### config.mk
export PLATFORM = sky130hd
export DESIGN_NAME = bundler_ctrl
export DESIGN_NICKNAME = d
export VERILOG_FILES = /design/src/rtl/bundler_ctrl.sv
export SDC_FILE = /design/constraint.sdc
export NUM_CORES = 1
export LEC_CHECK = 0
export CAP_MARGIN = 5
export CELL_PAD_IN_SITES_DETAIL_PLACEMENT = 1
export CELL_PAD_IN_SITES_GLOBAL_PLACEMENT = 1
export CORE_MARGIN = 10
export CORE_UTILIZATION = 41
export DETAILED_ROUTE_END_ITERATION = 10
export GPL_TIMING_DRIVEN = 1
export PLACE_DENSITY = 0.82
export SLEW_MARGIN = 10
export SYNTH_ARGS = -nofsm -noshare
export SYNTH_HDL_FRONTEND = slang
export SYNTH_SLANG_ARGS = --single-unit
### constraint.sdc
create_clock -name clk_i -period 7.09 [get_ports clk_i]
set_clock_uncertainty 0.2 [all_clocks]
set_input_delay 0.709 -clock clk_i [delete_from_list [all_inputs] [get_ports clk_i]]
set_output_delay 0.709 -clock clk_i [all_outputs]
set_load 0.005 [all_outputs]
### src/rtl/bundler_ctrl.sv
// bundler_ctrl: sequencing controller that clears the bundler set, streams N hypervectors into it, binarizes, and presents the result
// Ports: clk_i/rst_i (async active-high); start_i + num_items_i begin a job; abort_i cancels it;
//   hv_valid_i/hv_ready_o upstream handshake; bundle_valid_o/bundle_clr_o/bundle_binarize_o drive the bundler set;
//   res_valid_o/res_ready_i downstream handshake; busy_o, items_o, sat_o status.
// Optional: define BUNDLER_CTRL_PERF_EN to add perf_stall_o, a saturating stall-cycle counter.
module bundler_ctrl #(
  parameter int CounterWidth   = 8,
  parameter int ItemCountWidth = 16
) (
  input  logic                      clk_i,
  input  logic                      rst_i,
  input  logic                      start_i,
  input  logic [ItemCountWidth-1:0] num_items_i,
  input  logic                      abort_i,
  input  logic                      hv_valid_i,
  output logic                      hv_ready_o,
  output logic                      bundle_valid_o,
  output logic                      bundle_clr_o,
  output logic                      bundle_binarize_o,
  output logic                      res_valid_o,
  input  logic                      res_ready_i,
  output logic                      busy_o,
  output logic [ItemCountWidth-1:0] items_o,
  output logic                      sat_o
`ifdef BUNDLER_CTRL_PERF_EN
  ,
  output logic [31:0]               perf_stall_o
`endif
);
  localparam logic [63:0] SafeMax = (64'd1 << (CounterWidth - 1)) - 64'd1;
  typedef enum logic [2:0] {IDLE, CLEAR, ACCUM, BINARIZE, OUTPUT} state_e;
  state_e state_q, state_d;
  logic [ItemCountWidth-1:0] rem_q, rem_d, items_q, items_d;
  logic sat_q, sat_d, clr_q, clr_d, bin_q, bin_d, res_q, res_d, busy_q, busy_d;
  logic hs, kill;
  assign hv_ready_o        = state_q == ACCUM;
  assign bundle_valid_o    = hv_valid_i & hv_ready_o;
  assign hs                = bundle_valid_o;
  assign kill              = abort_i & (state_q != IDLE);
  assign bundle_clr_o      = clr_q;
  assign bundle_binarize_o = bin_q;
  assign res_valid_o       = res_q;
  assign busy_o            = busy_q;
  assign items_o           = items_q;
  assign sat_o             = sat_q;
  // A handshake still counts when it coincides with an abort; only the state transition is overridden.
  always_comb begin
    state_d = state_q;
    rem_d   = hs ? rem_q - 1'b1 : rem_q;
    items_d = hs ? items_q + 1'b1 : items_q;
    sat_d   = sat_q | (hs & (64'(items_q) >= SafeMax));
    unique case (state_q)
      IDLE: if (start_i) begin
        state_d = CLEAR;
        rem_d   = num_items_i;
        items_d = '0;
        sat_d   = 1'b0;
      end
      CLEAR:    state_d = (rem_q != '0) ? ACCUM : BINARIZE;
      ACCUM:    state_d = (hs && rem_q == ItemCountWidth'(1)) ? BINARIZE : ACCUM;
      BINARIZE: state_d = OUTPUT;
      OUTPUT:   state_d = res_ready_i ? IDLE : OUTPUT;
      default:  state_d = IDLE;
    endcase
    if (kill) state_d = IDLE;
    clr_d  = kill | (state_d == CLEAR);
    bin_d  = state_d == BINARIZE;
    res_d  = state_d == OUTPUT;
    busy_d = state_d != IDLE;
  end
  always_ff @(posedge clk_i or posedge rst_i) begin
    if (rst_i) begin
      state_q <= IDLE;
      rem_q   <= '0;
      items_q <= '0;
      sat_q   <= 1'b0;
      clr_q   <= 1'b0;
      bin_q   <= 1'b0;
      res_q   <= 1'b0;
      busy_q  <= 1'b0;
    end else begin
      state_q <= state_d;
      rem_q   <= rem_d;
      items_q <= items_d;
      sat_q   <= sat_d;
      clr_q   <= clr_d;
      bin_q   <= bin_d;
      res_q   <= res_d;
      busy_q  <= busy_d;
    end
  end
`ifdef BUNDLER_CTRL_PERF_EN
  logic [31:0] perf_q, perf_d;
  logic        stall;
  assign stall        = (state_q == ACCUM && !hv_valid_i) || (state_q == OUTPUT && !res_ready_i);
  assign perf_stall_o = perf_q;
  always_comb perf_d = (state_q == IDLE && start_i) ? '0 : (stall && perf_q != '1) ? perf_q + 1'b1 : perf_q;
  always_ff @(posedge clk_i or posedge rst_i) begin
    if (rst_i) perf_q <= '0;
    else perf_q <= perf_d;
  end
`endif
endmodule

Word-level counts from Yosys, hierarchy flattened
Cells that the tools add are included.
- register bits: 40
- bits of input ports: 22
- output and inout port bits: 23
- logic and storage cells: 43
- $add $sub $neg: 2
- $lt $le $gt $ge: 1
- equal/unequal tests: 8
- multiplexer cells: 14
- bitwise gates (word level): 5
- reductions and logical operators: 5
- operator list (kind ; count):
    $mux W16 ; 6
    $add A16 B1 Y16 const B ; 1
    $eq A16 B1 Y1 const B ; 1
    $ge A16 B7 Y1 const B ; 1
    $reduce_bool A16 Y1 ; 1
    $sub A16 B1 Y16 const B ; 1
    $pmux W3 S5 ; 1
    $eq A3 B2 Y1 const B ; 3
    $mux W3 ; 3
    $eq A3 B1 Y1 const B ; 2
    $eq A3 B3 Y1 const B ; 2
    $reduce_bool A3 Y1 ; 2
    $mux W1 ; 4
    $and A1 B1 Y1 ; 3
    $logic_not A3 Y1 ; 1
    $or A1 B1 Y1 ; 2
    $logic_and A1 B1 Y1 ; 1

Depth between registers and ports, before layout
Gate-level depths: netlist (run 1).
- depth after elaboration: 8
- depth in mapped cells: 9
- gate-level depth less buffers: 6

Worst setup path before layout (run 1)
No wires, ideal clock.
- kind: input port to flip-flop
- start: input port hv_valid_i
- end: register rem_q[9]
- library setup time: 0.126 ns
- data arrival time: 2.122 ns
- data required time: 6.764 ns
- path slack: 4.642 ns
- cell stages on the path: 7
- buffers on the path: 2
- path through: nand4bb_1 > buf_6 > or4_1 > buf_2 > or4_4 > xor2_1 > o21ai_2
- cells in the longest elaborated chain, start to end: 4
- ends and longest elaborated chain (what ; RTL line ; text):
    from (decl) ; 15 ; input logic hv_valid_i,
    $and A1 B1 Y1 (*) ; 37 ; assign bundle_valid_o = hv_valid_i & hv_ready_o;
    $mux W16 (*) ; 49 ; rem_d = hs ? rem_q - 1'b1 : rem_q;
    $mux W16 ; 53 ; IDLE: if (start_i) begin
    $mux W16 (*) ; 52 ; unique case (state_q)
    via rem_d[9] ; 33 ; logic [ItemCountWidth-1:0] rem_q, rem_d, items_q, items_d;
    to (signal assigned) ; 83 ; rem_q <= rem_d;
    to (decl) ; 33 ;
The timed path passes the listed nets; every way through them passes the cells marked *.

Worst setup path in the final report (run 1)
- start: input port hv_valid_i
- end: output port bundle_valid_o
- cells in the longest elaborated chain, start to end: 1
- ends and longest elaborated chain (what ; RTL line ; text):
    $and A1 B1 Y1 ; 37 ;
    to (decl) ; 17 ; output logic bundle_valid_o,
Every way passes these cells.

==> results by group, run 1 <==
Timing
  – Finish-stage setup viols: 0
  – Pins over their slew limit: 0
  – Worst-Margin Slew: 0.718 ns
  – Hold Vio Cnt, Final: 0
  – Setup TNS: 0 ns
  – Period Utilization, post-route: 48.0%
  – Post-layout minimum cycle time: 3.41 ns
  – Rel. slew slack: 52.1%
  – Setup ws final: 3.68 ns
  – Fmax: 294 MHz
  – Final hold slack: 0.327 ns
  – RSZ-0062 raised after global routing: false

Detailed routing
  – Post-route ant nets: 0
  – DRT iter0 DRCs: 66
  – Via density per instance: 5.35
  – Routed WL: 5.56 mm
  – Drt pass-1 iters: 4
  – Routed WL per cell: 17.0 um
  – Number of remaining DRC errors: 0
  – Via count: 1755

Critical path
  – Worst path max stage delay: 0.54 ns
  – Critical Path AT: 2.50 ns
  – Slowest-stage cell, CP: clkdlybuf4s50_1
  – Worst Path Buf+Inv: 3
  – Crit path max-delay family: buffers and inverters
  – Crit path max fanout: 10
  – Worst Setup Path Type: input pin to primary output
  – Worst setup SP type: input pin
  – Worst path cell trace: clkdlybuf4s50_1, nand4bb_1, inv_6, clkdlybuf4s50_1
  – Required time worst endpoint: 6.18 ns
  – Crit path top cell by count: clkdlybuf4s50_1
  – CP endpoint kind: primary output

CTS
  – TritonCTS clock tree: built
  – Root Buffer: clkbuf_8
  – Post-cts sizing count: 0
  – Reg clk slew, reported paths: 0.08 ns
  – # H-tree levels: 2
  – Bufs on Longest Clock Path: 2
  – Postcts setup bufs: 0
  – Clk_lat worst skew: 0.30 ns
  – Total CTS buffers: 5
  – Sink Count: 40
  – Cts hold-fix bufs: 0

Global route
  – Initial antenna violation count: 0
  – Vias in the first global route: 1855
  – All-layer global routing usage: 13.8%
  – Largest net degree at the start of global routing: 41
  – Gr ovfl total: 0
  – First-pass GRT wire length: 9.36 mm

Placed design
  – Pre-CTS setup slack: 3.65 ns
  – Dpl hpwl: 3.83 mm
  – Port-buffer cells: 44
  – Final Wtd Congestion: 0.772

Logic synthesis
  – Main synth FF type: dfrtp_1
  – Synth Area in Adders: 2.43%
  – Compound-gate portion of the synthesized area: 8.62%
  – Mux share of post-synthesis cell area: 0.485%
  – Netlist cell types: 36
  – Number of synthesized flops with an enable pin: 0
  – Post-synth ARST share: 100%
  – Most frequent cell after synthesis: dfrtp_1
  – Warnings from Yosys: 0
  – Synth area leaders: dfrtp_1, nand2_1, xnor2_1, xor2_1, o21ai_0
  – FF+latch count, synth: 40
  – Syn Area/Cell: 9.50 um2
  – Post-synth top area share: 48.5%
  – Synthesized instance count: 217
  – Syn_nets: 243
  – Post-Synth Simple-Gate Area: 25.4%
  – Post-synth top cells: dfrtp_1, nand2_1, nor2_1
  – Sequential fraction of the synthesis area: 48.5%
  – Mapped Area: 2060 um2
  – Top cell type by total area after synthesis: dfrtp_1
  – Post-synthesis xor/xnor area fraction: 10.6%
  – Largest family of logic cells by synthesized area: simple AND/OR/NAND/NOR gates

Power
  – Pwr/cell area: 287 nW/um2
  – VDD IR-drop max: 0.000172 V
  – LEAKAGE: 1.07 nW

Cells and area
  – Register area: 1000 um2
  – Layout Nets: 286
  – Layout fillers: 560
  – Final core occ: 55.8%
  – Layout cells sized above 1: 6.51%
  – N_diodes: 0
  – Area Growth Syn to Fin: 29.6%
  – Area of the multi-input gates: 981 um2

Worst hold path
  – HP Class: flop to flop

Floorplanning
  – # IOs: 45
  – Die height: 90.9 um
  – Die W: 90.9 um
  – Initial core utilization: 43.1%
  – Die area: 8270 um2
  – Row count: 25
  – Core area: 4790 um2

Flow run
  – Max-cap violations: 0

Run status
  – Outcome: complete, no violations
-- cells by family (layout without fill, tap and decap cells) --
kind of cell | Yosys count | in the layout
XOR/XNOR | 25 | 25
AO/OA/AOI/OAI | 32 | 32
adder cells (fa/ha/maj) | 4 | 4
multiplexers | 1 | 1
AND/OR/NAND/NOR | 100 | 100
buffers and inverters | 15 | 59
flip-flops | 40 | 40
-- report_power, final --
group | total [mW] | leakage (nW) | internal (mW) | switching (mW)
combinational | 0.206 | 0.479 | 0.103 | 0.103
clock | 0.207 | 0.0645 | 0.124 | 0.0823
sequential | 0.354 | 0.522 | 0.285 | 0.0687
-- tightest hold or removal path, cell delays in order, from the launching register on --
cell and delay, ns:
dfrtp_1 0.35, nor3_1 0.05, nor2_1 0.08
-- metal layers --
metal	vias to the layer above	global-route usage [%]	share of wire, %
met4	0	5.22	1.0
met5	-	0	0
met1	870	17.0	45
li1	840	-	-
met2	41	21.9	49
met3	4	4.74	4.9
-- through the flow --
step / power [mW] / instance area [um2] / std cells
final: 0.766 / 2670 / 328
after global routing: 0.821 / 2670 / 328
after CTS: 0.774 / 2670 / 328
after detailed placement: 0.563 / 2540 / 320
after global placement: 0.551 / 2540 / 320
after floorplan: 0.484 / 2060 / 217
-- sequential cells by signal (all words and copies together) (netlist names) --
| name | count |
|---|---|
| sat_o | 1 |
| items_o | 16 |
| bundle_binarize_o | 1 |
| res_valid_o | 1 |
| busy_o | 1 |
| state_q | 3 |
| bundle_clr_o | 1 |
| rem_q | 16 |
-- final cells by class --
| class | count | area share, % |
|---|---|---|
| clock buffers | 7 | 3.61 |
| clock inverters | 1 | 1.12 |
| inverters | 5 | 0.890 |
| multi-input cells | 162 | 36.7 |
| flip-flops and latches | 40 | 37.5 |
| well taps | 67 | 3.14 |
| repair buffers | 46 | 17.0 |
-- worst paths after layout --
kind / start / to / slack (ns) / depth (start not counted)
max: hv_valid_i / bundle_valid_o / 3.68 / 4
min in group asynchronous: rst_i / bundle_clr_o / 0.64 / 3
max in group asynchronous: rst_i / rem_q[4] / 5.69 / 3
min reg2reg: sat_o / sat_o / 0.33 / 2
min: sat_o / sat_o / 0.33 / 2
max reg2reg: state_q[0] / rem_q[9] / 4.24 / 5
-- cell usage in the layout, fill, tap and decap left out, types with 8 or more instances in the layout --
cell type	n
o21ai_0	17
clkdlybuf4s50_1	44
xor2_1	12
nor4_1	8
dfrtp_1	40
nand2_1	32
nor2_1	20
xnor2_1	13
nor3_1	9
(Power assumes the default switching activity.)
==> run 2: changes to the inputs <==
--- a/config.mk
+++ b/config.mk
@@ -9,10 +9,10 @@
 export CELL_PAD_IN_SITES_DETAIL_PLACEMENT = 1
 export CELL_PAD_IN_SITES_GLOBAL_PLACEMENT = 1
 export CORE_MARGIN = 10
-export CORE_UTILIZATION = 41
+export CORE_UTILIZATION = 34
 export DETAILED_ROUTE_END_ITERATION = 10
 export GPL_TIMING_DRIVEN = 1
-export PLACE_DENSITY = 0.82
+export PLACE_DENSITY = 0.73
 export SLEW_MARGIN = 10
 export SYNTH_ARGS = -nofsm -noshare
 export SYNTH_HDL_FRONTEND = slang
==> constraint.sdc (replaced) <==
create_clock -name clk_i -period 2.85 [get_ports clk_i]
set_clock_uncertainty 0.2 [all_clocks]
set_input_delay 0.285 -clock clk_i [delete_from_list [all_inputs] [get_ports clk_i]]
set_output_delay 0.285 -clock clk_i [all_outputs]
set_load 0.005 [all_outputs]
==> run 2 against run 1 <==
Net effect:
- utilization is 11 points lower
- global-route usage is 2.4 points lower
- register-to-register slack worse by 3.8 ns
- first-iteration DRC count is 14% higher
- sequential share of layout area is 0.088 points lower
- clock power is 88% higher
- critical path type is now flop to flop
- largest power group unchanged
- highest routed layer unchanged
==> results by group, run 2 (synthesized netlist as in run 1, its figures left out) <==
Run status
  – Outcome: complete, no violations

Timing
  – Rel. slew slack: 61.2%
  – Worst-Margin Slew: 0.577 ns
  – Post-layout minimum cycle time: 2.45 ns
  – RSZ-0062 raised after global routing: false
  – Setup TNS: 0 ns
  – Fmax: 408 MHz
  – Setup ws final: 0.401 ns
  – Finish-stage setup viols: 0
  – Pins over their slew limit: 0
  – Period Utilization, post-route: 85.9%
  – Hold Vio Cnt, Final: 0

CTS
  – Bufs on Longest Clock Path: 2
  – Post-cts sizing count: 0
  – Sink Count: 40
  – Postcts setup bufs: 0
  – Cts hold-fix bufs: 0
  – Clk_lat worst skew: 0.29 ns
  – # H-tree levels: 2
  – TritonCTS clock tree: built
  – Total CTS buffers: 5
  – Reg clk slew, reported paths: 0.08 ns
  – Root Buffer: clkbuf_8

Power
  – LEAKAGE: 1.07 nW
  – VDD IR-drop max: 0.000292 V
  – Cell Int Power: 1.17 mW
  – Clock share of power: 21.7%
  – Flop pwr share: 48.6%
  – Pwr/cell area: 669 nW/um2
  – Comb pwr share: 29.7%
  – Net Sw Power: 620 uW
  – Net Sw Frac: 34.6%

Flow run
  – Max-cap violations: 0

Detailed routing
  – Via density per instance: 5.02
  – Routed WL per cell: 15.8 um
  – Post-route ant nets: 0
  – Via count: 1706
  – Number of remaining DRC errors: 0
  – Drt pass-1 iters: 4
  – Routed WL: 5.36 mm
  – DRT iter0 DRCs: 75

Cells and area
  – Most frequent cells in the layout: clkdlybuf4s50_1, dfrtp_1, nand2_1, nor2_1, o21ai_0
  – Layout Nets: 290
  – N_diodes: 0
  – Layout fillers: 692
  – Post-Layout Cell Count: 340
  – Area Growth Syn to Fin: 29.9%
  – Area of the multi-input gates: 981 um2
  – Most common library cell in the layout ignoring fill and taps: clkdlybuf4s50_1
  – Register area: 1000 um2
  – Layout cells sized above 1: 7.92%

Global route
  – Largest net degree at the start of global routing: 41
  – Met3 Usage GRT: 3.52%
  – GR peak layer: met2
  – All-layer global routing usage: 11.5%
  – Initial antenna violation count: 0
  – Routing usage on met2: 18.1%
  – First-pass GRT wire length: 9.20 mm
  – Gr ovfl total: 0
  – Vias in the first global route: 1831
  – Met1 usage: 14.5%

Floorplanning
  – Die height: 97.9 um
  – # IOs: 45
  – Row count: 28
  – Die area: 9580 um2
  – Core area: 5920 um2
  – Die W: 97.9 um
  – Initial core utilization: 34.8%

Placed design
  – Final Wtd Congestion: 0.809
  – Dpl hpwl: 3.92 mm
  – Port-buffer cells: 44
  – Placed cells: 332
  – Pre-CTS setup slack: 0.257 ns

Critical path
  – R2r setup slk: 0.40 ns
  – Required time worst endpoint: 2.88 ns
  – CP endpoint kind: flop
  – R2R Path Start: state_q[0]
  – Worst Setup Path Type: flop to flop
  – FF-to-FF path depth: 7
  – Crit path max fanout: 10
  – R2r endpoint: items_o[15]
  – Worst setup SP type: flop
  – Critical Path AT: 2.48 ns

Worst hold path
  – HP Class: input pin to async pin
[run 2: layout make-up]
class	count	area share, %
clock buffers	6	3.08
clock inverters	2	0.374
inverters	5	0.888
multi-input cells	162	36.6
flip-flops and latches	40	37.4
well taps	75	3.50
repair buffers	50	18.1
[run 2: worst max-delay path by stage]
stage	depth (start not counted)	endpoint	start	slack [ns]
4_1_cts	7	items_o[15]	state_q[0]	0.42
6_report	7	items_o[15]	state_q[0]	0.40
3_3_place_gp	8	items_o[15]	hv_valid_i	0.30
3_5_place_dp	8	items_o[15]	hv_valid_i	0.26
2_1_floorplan	8	rem_q[9]	state_q[0]	0.54
5_1_grt	7	items_o[15]	state_q[0]	0.27
[run 2: metal layers]
metal	up-vias	routed length [um]	part of all wire (%)
met4	0	70	1.3
met3	6	290	5.4
met1	815	2460	46
met2	37	2540	47
met5	-	0	0
li1	848	-	-
[run 2: stage by stage]
step | utilization, % | cell area [um2] | hold WS (ns) | total power [mW]
2_1_floorplan | - | 2060 | 0.148 | 1.20
3_3_place_gp | 43.7 | 2580 | 0.294 | 1.39
3_5_place_dp | 43.7 | 2580 | 0.305 | 1.42
4_1_cts | 45.2 | 2680 | 0.246 | 1.82
5_1_grt | 45.2 | 2680 | 0.271 | 1.94
6_report | 45.2 | 2680 | 0.223 | 1.79
[run 2: worst max-delay path, stage by stage (launching register included)]
cell and delay (ns):
dfrtp_1 0.48, nand4bb_1 0.26, buf_4 0.20, inv_6 0.10, nand4_4 0.14, or3_1 0.44, or4_1 0.49, nand2_1 0.08
[run 2: power groups by stage]
stage / clock, mW / sequential (mW) / combinational [mW]
after CTS: 0.406 / 0.871 / 0.543
after detailed placement: 0 / 0.882 / 0.537
final: 0.389 / 0.870 / 0.531
after global placement: 0 / 0.869 / 0.523
after floorplan: 0 / 0.830 / 0.374
after global routing: 0.429 / 0.898 / 0.614
